[src/rtl/ctrl_pkg.sv]
// ctrl_pkg: state encoding, opcode/ALU/mux constants and control-word layout
// shared by control_unit and ctrl_decode.
package ctrl_pkg;

   localparam int ST_BITS = 5;

   typedef enum logic [ST_BITS-1:0] {
      S_FETCH, S_DECODE, S_EXEC_R, S_EXEC_I, S_WB_ALU, S_ADDR, S_MEM_RD,
      S_LD_WB, S_MEM_WR, S_BRANCH, S_LUI, S_HALT, S_ILLEGAL, S_EXC
   } state_t;

   localparam logic [6:0] OP_R   = 7'b0110011;
   localparam logic [6:0] OP_I   = 7'b0010011;
   localparam logic [6:0] OP_LD  = 7'b0000011;
   localparam logic [6:0] OP_SD  = 7'b0100011;
   localparam logic [6:0] OP_BR  = 7'b1100011;
   localparam logic [6:0] OP_LUI = 7'b0110111;
   localparam logic [6:0] OP_SYS = 7'b1110011;

   localparam logic [2:0] F3_BEQ = 3'b000;
   localparam logic [2:0] F3_BNE = 3'b001;
   localparam logic [2:0] F3_AND = 3'b111;

   localparam logic [2:0] ALU_LOAD = 3'd0;
   localparam logic [2:0] ALU_ADD  = 3'd1;
   localparam logic [2:0] ALU_SUB  = 3'd2;
   localparam logic [2:0] ALU_AND  = 3'd3;

   localparam logic [1:0] PC_ALU    = 2'd0;
   localparam logic [1:0] PC_ALUOUT = 2'd1;
`ifdef CTRL_EXCEPTION_EN
   localparam logic [1:0] PC_EXC    = 2'd2;
`endif

   localparam logic       ULA_A_PC   = 1'b0;
   localparam logic       ULA_A_REG  = 1'b1;
   localparam logic [1:0] ULA_B_REG  = 2'd0;
   localparam logic [1:0] ULA_B_FOUR = 2'd1;
   localparam logic [1:0] ULA_B_IMM  = 2'd2;

   localparam logic [1:0] WB_ALUOUT = 2'd0;
   localparam logic [1:0] WB_MDR    = 2'd1;
   localparam logic [1:0] WB_IMM    = 2'd2;

   typedef struct packed {
      logic       load_pc;
      logic [1:0] sel_mux_pc;
      logic       load_ir;
      logic       write_a;
      logic       write_b;
      logic       write_aluout;
      logic       write_epc;
      logic       sel_ula_a;
      logic [1:0] sel_ula_b;
      logic [2:0] alu_op;
      logic       mem_addr_sel;
      logic       mem_we;
      logic       reg_write;
      logic [1:0] wb_sel;
      logic       halted;
   } ctrl_t;

   localparam int CTRL_W = $bits(ctrl_t);

   function automatic logic branch_taken(input logic [2:0] f3, input logic eq);
      return (f3 == F3_BEQ && eq) || (f3 == F3_BNE && !eq);
   endfunction

endpackage

[src/rtl/ctrl_decode.sv]
// ctrl_decode: combinational state -> control-word table for control_unit.
// Exception outputs exist only when CTRL_EXCEPTION_EN is defined.
module ctrl_decode
   import ctrl_pkg::*;
(
   input  logic [ST_BITS-1:0] i_state,
   input  logic              i_run,
   input  logic              i_done,
   input  logic [2:0]        i_funct3,
   input  logic              i_funct7b5,
   input  logic              i_igual,
   output logic [CTRL_W-1:0] o_ctrl
);

   state_t w_state;
   ctrl_t  w_c;

   assign w_state = state_t'(i_state);
   assign o_ctrl  = w_c;

   // i_run is the raw reset pin, so every strobe drops the moment reset asserts
   always_comb begin
      w_c        = '0;
      w_c.alu_op = ALU_LOAD;
      if (i_run)
         case (w_state)
            S_FETCH:
               if (i_done) begin
                  w_c.load_ir    = 1'b1;
                  w_c.load_pc    = 1'b1;
                  w_c.sel_mux_pc = PC_ALU;
                  w_c.sel_ula_a  = ULA_A_PC;
                  w_c.sel_ula_b  = ULA_B_FOUR;
                  w_c.alu_op     = ALU_ADD;
               end
            S_DECODE: begin
               w_c.write_a      = 1'b1;
               w_c.write_b      = 1'b1;
               w_c.write_aluout = 1'b1;
               w_c.sel_ula_a    = ULA_A_PC;
               w_c.sel_ula_b    = ULA_B_IMM;
               w_c.alu_op       = ALU_ADD;
            end
            S_EXEC_R: begin
               w_c.write_aluout = 1'b1;
               w_c.sel_ula_a    = ULA_A_REG;
               w_c.sel_ula_b    = ULA_B_REG;
               w_c.alu_op       = (i_funct3 == F3_AND) ? ALU_AND : i_funct7b5 ? ALU_SUB : ALU_ADD;
            end
            S_EXEC_I, S_ADDR: begin
               w_c.write_aluout = 1'b1;
               w_c.sel_ula_a    = ULA_A_REG;
               w_c.sel_ula_b    = ULA_B_IMM;
               w_c.alu_op       = ALU_ADD;
            end
            S_WB_ALU: begin
               w_c.reg_write = 1'b1;
               w_c.wb_sel    = WB_ALUOUT;
            end
            S_MEM_RD: w_c.mem_addr_sel = 1'b1;
            S_LD_WB: begin
               w_c.reg_write = 1'b1;
               w_c.wb_sel    = WB_MDR;
            end
            S_MEM_WR: begin
               w_c.mem_addr_sel = 1'b1;
               w_c.mem_we       = 1'b1;
            end
            S_BRANCH: begin
               w_c.sel_ula_a  = ULA_A_REG;
               w_c.sel_ula_b  = ULA_B_REG;
               w_c.alu_op     = ALU_SUB;
               w_c.load_pc    = branch_taken(i_funct3, i_igual);
               w_c.sel_mux_pc = branch_taken(i_funct3, i_igual) ? PC_ALUOUT : PC_ALU;
            end
            S_LUI: begin
               w_c.reg_write = 1'b1;
               w_c.wb_sel    = WB_IMM;
            end
            S_HALT: w_c.halted = 1'b1;
`ifdef CTRL_EXCEPTION_EN
            // EPC gets PC-4: PC was already advanced during FETCH
            S_EXC: begin
               w_c.write_epc  = 1'b1;
               w_c.load_pc    = 1'b1;
               w_c.sel_mux_pc = PC_EXC;
               w_c.sel_ula_a  = ULA_A_PC;
               w_c.sel_ula_b  = ULA_B_FOUR;
               w_c.alu_op     = ALU_SUB;
            end
`endif
            default: ;
         endcase
   end

endmodule

[src/rtl/control_unit.sv]
// control_unit: multicycle RISC-V control FSM with memory wait counter.
// Define CTRL_EXCEPTION_EN to trap illegal opcodes and ALU overflow into EXC.
module control_unit
   import ctrl_pkg::*;
#(
   parameter int MEM_WAIT = 1,
   parameter int ST_W     = 5
)(
   input  logic       clk,
   input  logic       reset,
   input  logic [6:0] opcode,
   input  logic [2:0] funct3,
   input  logic       funct7b5,
   input  logic       igual,
   input  logic       overflow,
   output logic       load_pc,
   output logic [1:0] sel_mux_pc,
   output logic       load_ir,
   output logic       write_a,
   output logic       write_b,
   output logic       write_aluout,
   output logic       write_epc,
   output logic       sel_ula_a,
   output logic [1:0] sel_ula_b,
   output logic [2:0] alu_op,
   output logic       mem_addr_sel,
   output logic       mem_we,
   output logic       reg_write,
   output logic [1:0] wb_sel,
   output logic       halted
);

   logic [ST_W-1:0]   r_state;
   logic [3:0]        r_cnt;
   state_t            w_state;
   state_t            w_next;
   logic              w_done;
   logic [CTRL_W-1:0] w_ctrl;
   ctrl_t             w_c;

   assign w_state = state_t'(r_state[ST_BITS-1:0]);
   assign w_done  = r_cnt == 4'(MEM_WAIT);

   // counter restarts on every state change and saturates at MEM_WAIT
   always_ff @(posedge clk or negedge reset)
      if (!reset) begin
         r_state <= ST_W'(S_FETCH);
         r_cnt   <= '0;
      end else begin
         r_state <= ST_W'(w_next);
         r_cnt   <= (w_next != w_state) ? '0 : r_cnt + {3'b0, !w_done};
      end

   always_comb begin
      w_next = w_state;
      case (w_state)
         S_FETCH:  w_next = w_done ? S_DECODE : S_FETCH;
         S_DECODE:
            case (opcode)
               OP_R:         w_next = S_EXEC_R;
               OP_I:         w_next = S_EXEC_I;
               OP_LD, OP_SD: w_next = S_ADDR;
               OP_BR:        w_next = S_BRANCH;
               OP_LUI:       w_next = S_LUI;
               OP_SYS:       w_next = S_HALT;
               default:      w_next = S_ILLEGAL;
            endcase
`ifdef CTRL_EXCEPTION_EN
         S_EXEC_R, S_EXEC_I: w_next = overflow ? S_EXC : S_WB_ALU;
         S_ILLEGAL:          w_next = S_EXC;
`else
         S_EXEC_R, S_EXEC_I: w_next = S_WB_ALU;
         S_ILLEGAL:          w_next = S_HALT;
`endif
         S_ADDR:   w_next = (opcode == OP_LD) ? S_MEM_RD : S_MEM_WR;
         S_MEM_RD: w_next = w_done ? S_LD_WB : S_MEM_RD;
         S_MEM_WR: w_next = w_done ? S_FETCH : S_MEM_WR;
         S_HALT:   w_next = S_HALT;
         default:  w_next = S_FETCH;
      endcase
   end

`ifndef CTRL_EXCEPTION_EN
   logic w_unused;
   assign w_unused = overflow;
`endif

   ctrl_decode u_decode (
      .i_state    (w_state),
      .i_run      (reset),
      .i_done     (w_done),
      .i_funct3   (funct3),
      .i_funct7b5 (funct7b5),
      .i_igual    (igual),
      .o_ctrl     (w_ctrl)
   );

   assign w_c          = ctrl_t'(w_ctrl);
   assign load_pc      = w_c.load_pc;
   assign sel_mux_pc   = w_c.sel_mux_pc;
   assign load_ir      = w_c.load_ir;
   assign write_a      = w_c.write_a;
   assign write_b      = w_c.write_b;
   assign write_aluout = w_c.write_aluout;
   assign write_epc    = w_c.write_epc;
   assign sel_ula_a    = w_c.sel_ula_a;
   assign sel_ula_b    = w_c.sel_ula_b;
   assign alu_op       = w_c.alu_op;
   assign mem_addr_sel = w_c.mem_addr_sel;
   assign mem_we       = w_c.mem_we;
   assign reg_write    = w_c.reg_write;
   assign wb_sel       = w_c.wb_sel;
   assign halted       = w_c.halted;

endmodule

[config.mk]
export PLATFORM = sky130hd
export DESIGN_NAME = control_unit
export DESIGN_NICKNAME = d
export VERILOG_FILES = /design/src/rtl/ctrl_pkg.sv /design/src/rtl/ctrl_decode.sv /design/src/rtl/control_unit.sv
export SDC_FILE = /design/constraint.sdc
export NUM_CORES = 1
export LEC_CHECK = 0
export BUFFER_PORTS_ARGS = -buffer_cell sky130_fd_sc_hd__buf_2
export CAP_MARGIN = 20
export CORE_MARGIN = 1
export CORE_UTILIZATION = 54
export CTS_CLUSTER_SIZE = 30
export DETAILED_ROUTE_END_ITERATION = 7
export GPL_ROUTABILITY_DRIVEN = 1
export PLACE_DENSITY = 0.87
export REMOVE_ABC_BUFFERS = 1
export SLEW_MARGIN = 20
export SYNTH_ARGS = -nofsm -noshare
export SYNTH_HDL_FRONTEND = slang
export SYNTH_SLANG_ARGS = --single-unit
[constraint.sdc]
create_clock -name clk -period 2.88 [get_ports clk]
set_input_delay 0.144 -clock clk [delete_from_list [all_inputs] [get_ports clk]]
set_output_delay 0.144 -clock clk [all_outputs]
set_load 0.005 [all_outputs]
==> flow_summary.json <==
{
  "cts.sink_count": 8,
  "synth_sequential_area_ratio_pct": 19.02,
  "arrival_ns": 2.15,
  "setup_violations": 0,
  "cpMaxStageDelayCell": "dfrtp_1",
  "warnings_synthesis": 0,
  "design_area_sq_um": 1170,
  "final.period_utilization_pct": 79.61,
  "swShare_pct": 49.10,
  "detailedRoute.firstPassIterationCount": 5,
  "report.final.slew_viol_count": 0,
  "antennaDiodeCount": 0,
  "drt-initial-drc-count": 35,
  "cts_inserted_buffers": 3,
  "clock_tree.buffer_depth": 2,
  "total_power_mw": 0.8294,
  "drt_wl_total_um": 2577,
  "core_region_area_sq_um": 1783,
  "synth.avg_cell_area_sq_um": 7.625,
  "timing.hold.worst.class": "input port to asynchronous set/reset pin",
  "outcome": "finished clean",
  "cap_viol_max_count": 0,
  "final_layout_size_suffix_gt1_share_pct": 30.25,
  "grt_use_total_pct": 26.71,
  "timing_hold_violations_final": 0,
  "worstSetupStartpointType": "register",
  "timing.reg2reg.worst_path_depth": 5,
  "critical_path_class": "register to output port",
  "pwr-share-comb_pct": 62.0,
  "setup_repair_after_global_routing_missed_its_margin": "false",
  "ioPinCount": 35,
  "tritoncts": "built",
  "cts_root_buf": "clkbuf_4",
  "critical_path.reg2reg.startpoint": "r_state[3]",
  "netSwitchingPower_mw": 0.4072,
  "placement.io_buffers": 30,
  "max-slew-margin-rel_pct": 52.84,
  "hold_ws_ns": 0.2900,
  "route.antenna.remaining_nets": 0,
  "timing.critical_path.to_type": "output port",
  "post_synth_instance_area_sq_um": 1052,
  "fmax_ghz": 0.4361,
  "post_cts.resized_instances": 0,
  "sequential_power_share_pct": 27.6,
  "route.detailed.vias_per_inst": 5.995,
  "pd_cells_nw_per_um2": 709.0,
  "clk_transition_reported_paths_ns": 0.05,
  "n_fill_cell": 166,
  "area_growth_pct": 11.18,
  "cp.required_ns": 2.74,
  "share_of_flip_flops_with_an_asynchronous_set_or_reset_after_synthesis_pct": 100.0,
  "die_height_um": 46.15,
  "netlist_instances": 138,
  "grt_antenna_before_repair": 0,
  "finalClockSkew_ns": 0.002200,
  "dp_hpwl_um": 1941,
  "die-area_sq_um": 2129,
  "power.share.clock_pct": 10.4,
  "max_stage_delay_ns": 0.71,
  "floorplan.initialDensity_pct": 59.02,
  "place.gp.congestion": 0.9195,
  "via_count_of_the_first_global_routing_pass": 1008,
  "yosys_most_used_dff": "dfrtp_1",
  "cellLeakagePower_nw": 0.5471,
  "maximum_fanout_along_the_worst_path": 18,
  "period_needed_ns": 2.293,
  "grt_start_max_net_pins": 24,
  "synth.lib_cells_used.distinct": 54,
  "placed_area_sq_um": 1137,
  "placed_cells_incl_taps": 183,
  "ys_ff_latch": 8,
  "clk_latency_ns": 0.25,
  "h_tree_lvls": 1,
  "detail_route.wl_per_cell_um": 13.78,
  "setup.worst_path.start": "r_state[3]",
  "cts.repair_timing.setup_buffer_count": 0,
  "critical_path.most_common_cell": "nor2_1",
  "crit_path_cell_trace": "inv_1 > nor2_1 > nand2_1 > nor2_1 > or2_2 > buf_2",
  "detailroute.via_count": 1121,
  "chipWidth_um": 46.15,
  "worst-slew-pin-transition_ns": 0.7075,
  "synth_edf_count": 0,
  "final-instance-count-excl-fill": 187,
  "gr-total-overflow": 0,
  "setup_tns_ns": 0,
  "std_cell_rows": 15,
  "first_pass_grt_wire_length_um": 4160,
  "detail_route.drc_violations": 0,
  "ir_drop_mv": 0.3450,
  "power.internal_mw": 0.4222,
  "design.final.nets": 181
}
==> worst paths after layout <==
check	end	slack [ns]
worst min register to register	r_cnt[3]	0.66
worst min-delay path	r_cnt[1]	0.29
max in group asynchronous	r_cnt[2]	2.39
worst max register to register	r_cnt[0]	0.82
worst max-delay path	load_pc	0.59
min in group clk	r_state[0]	0.31
==> power groups by stage <==
stage	logic, mW	clock network (mW)	registers, mW
global placement	0.483	0	0.225
floorplan	0.350	0	0.227
CTS	0.508	0.0892	0.228
finish	0.514	0.0866	0.229
global route	0.573	0.0955	0.237
detailed placement	0.503	0	0.230
==> critical path: cells and delay by family (launching register included) <==
family,cells,cell delay (ns)
and+or+nand+nor,4,0.86
DFF,1,0.71
buffers and inverters,2,0.32
==> per-stage QoR <==
stage / setup WS [ns] / util (%)
2_1_floorplan: 1.010 / -
6_report: 0.5871 / 65.61
3_5_place_dp: 0.8506 / 63.79
5_1_grt: 0.4538 / 65.61
3_3_place_gp: 0.9579 / 63.79
4_1_cts: 0.6173 / 65.61
==> cells in the final DEF (no fill, tap or decap), types with 2 or more instances in the layout <==
| master | netlist | routed |
|---|---|---|
| nor4_1 | 3 | 3 |
| a21oi_1 | 9 | 9 |
| nand2_1 | 12 | 12 |
| nor2b_1 | 3 | 3 |
| o21ai_0 | 6 | 6 |
| a31oi_1 | 2 | 2 |
| ha_1 | 2 | 2 |
| xnor2_1 | 2 | 2 |
| nand2b_1 | 3 | 3 |
| nor3b_1 | 2 | 2 |
| nor3_1 | 9 | 9 |
| and2b_2 | 2 | 2 |
| and3_2 | 2 | 2 |
| nand3_1 | 5 | 5 |
| nor2_1 | 19 | 19 |
| clkbuf_4 | 0 | 3 |
| nor4b_1 | 2 | 2 |
| buf_4 | 6 | 2 |
| dfrtp_1 | 8 | 8 |
| inv_1 | 2 | 2 |
| buf_2 | 2 | 30 |
| conb_1 | 1 | 3 |
==> layer usage <==
metal	track usage, %	wire [um]
met1	31.78	1062
met2	47.61	1330
met3	1.569	132
met4	13.53	52
met5	0	0
==> what timing repair did <==
item | 4_1_cts | 5_1_grt
setup endpoints to repair | 0 | 0
endpoints found under the hold margin | 8 | 0
hold buffers | 1 | 0
==> flip-flops by register name, summed over array words and instances (netlist names) <==
| signal | flops |
|---|---|
| r_cnt | 4 |
| r_state | 4 |
==> synth_stat cells (2+ instances only) <==
cell type / number / share of area [%]
buf_2: 2 / 0.95
nor4b_1: 2 / 1.7
o21ai_0: 6 / 2.9
buf_4: 6 / 4.3
nor2b_1: 3 / 1.8
nand2_1: 12 / 4.3
nor2_1: 19 / 6.8
ha_1: 2 / 2.4
and2b_2: 2 / 1.7
nor3_1: 9 / 4.3
nor4_1: 3 / 1.8
a31oi_1: 2 / 1.2
xnor2_1: 2 / 1.7
dfrtp_1: 8 / 19
nor3b_1: 2 / 1.4
nand2b_1: 3 / 1.8
a21oi_1: 9 / 4.3
inv_1: 2 / 0.71
and3_2: 2 / 1.4
nand3_1: 5 / 2.4
clkbuf_8: 4 / 5.2
==> logic make-up after synthesis <==
kind of cell | count (synthesis) | synth area share, %
AND/OR/NAND/NOR | 73 | 40.07
multiplexers | 2 | 2.021
AO/OA/AOI/OAI | 32 | 21.29
buffers and inverters | 17 | 12.36
XOR/XNOR | 3 | 2.497
adder cells (fa/ha/maj) | 2 | 2.378
flip-flops | 8 | 19.02
other | 1 | 0.3564
==> area by class of cell <==
class                      count  area, sq um  share of cell area, %
sequential                     8        200.2                  17.11
timing repair buffer          33        175.2                  14.97
tap                           25        31.28                  2.674
inverter                       3        11.26                 0.9626
clock buffer                   3        22.52                  1.925
multi-input combinational    115        729.5                  62.35
No activity file was read; power rests on OpenSTA's default activity.
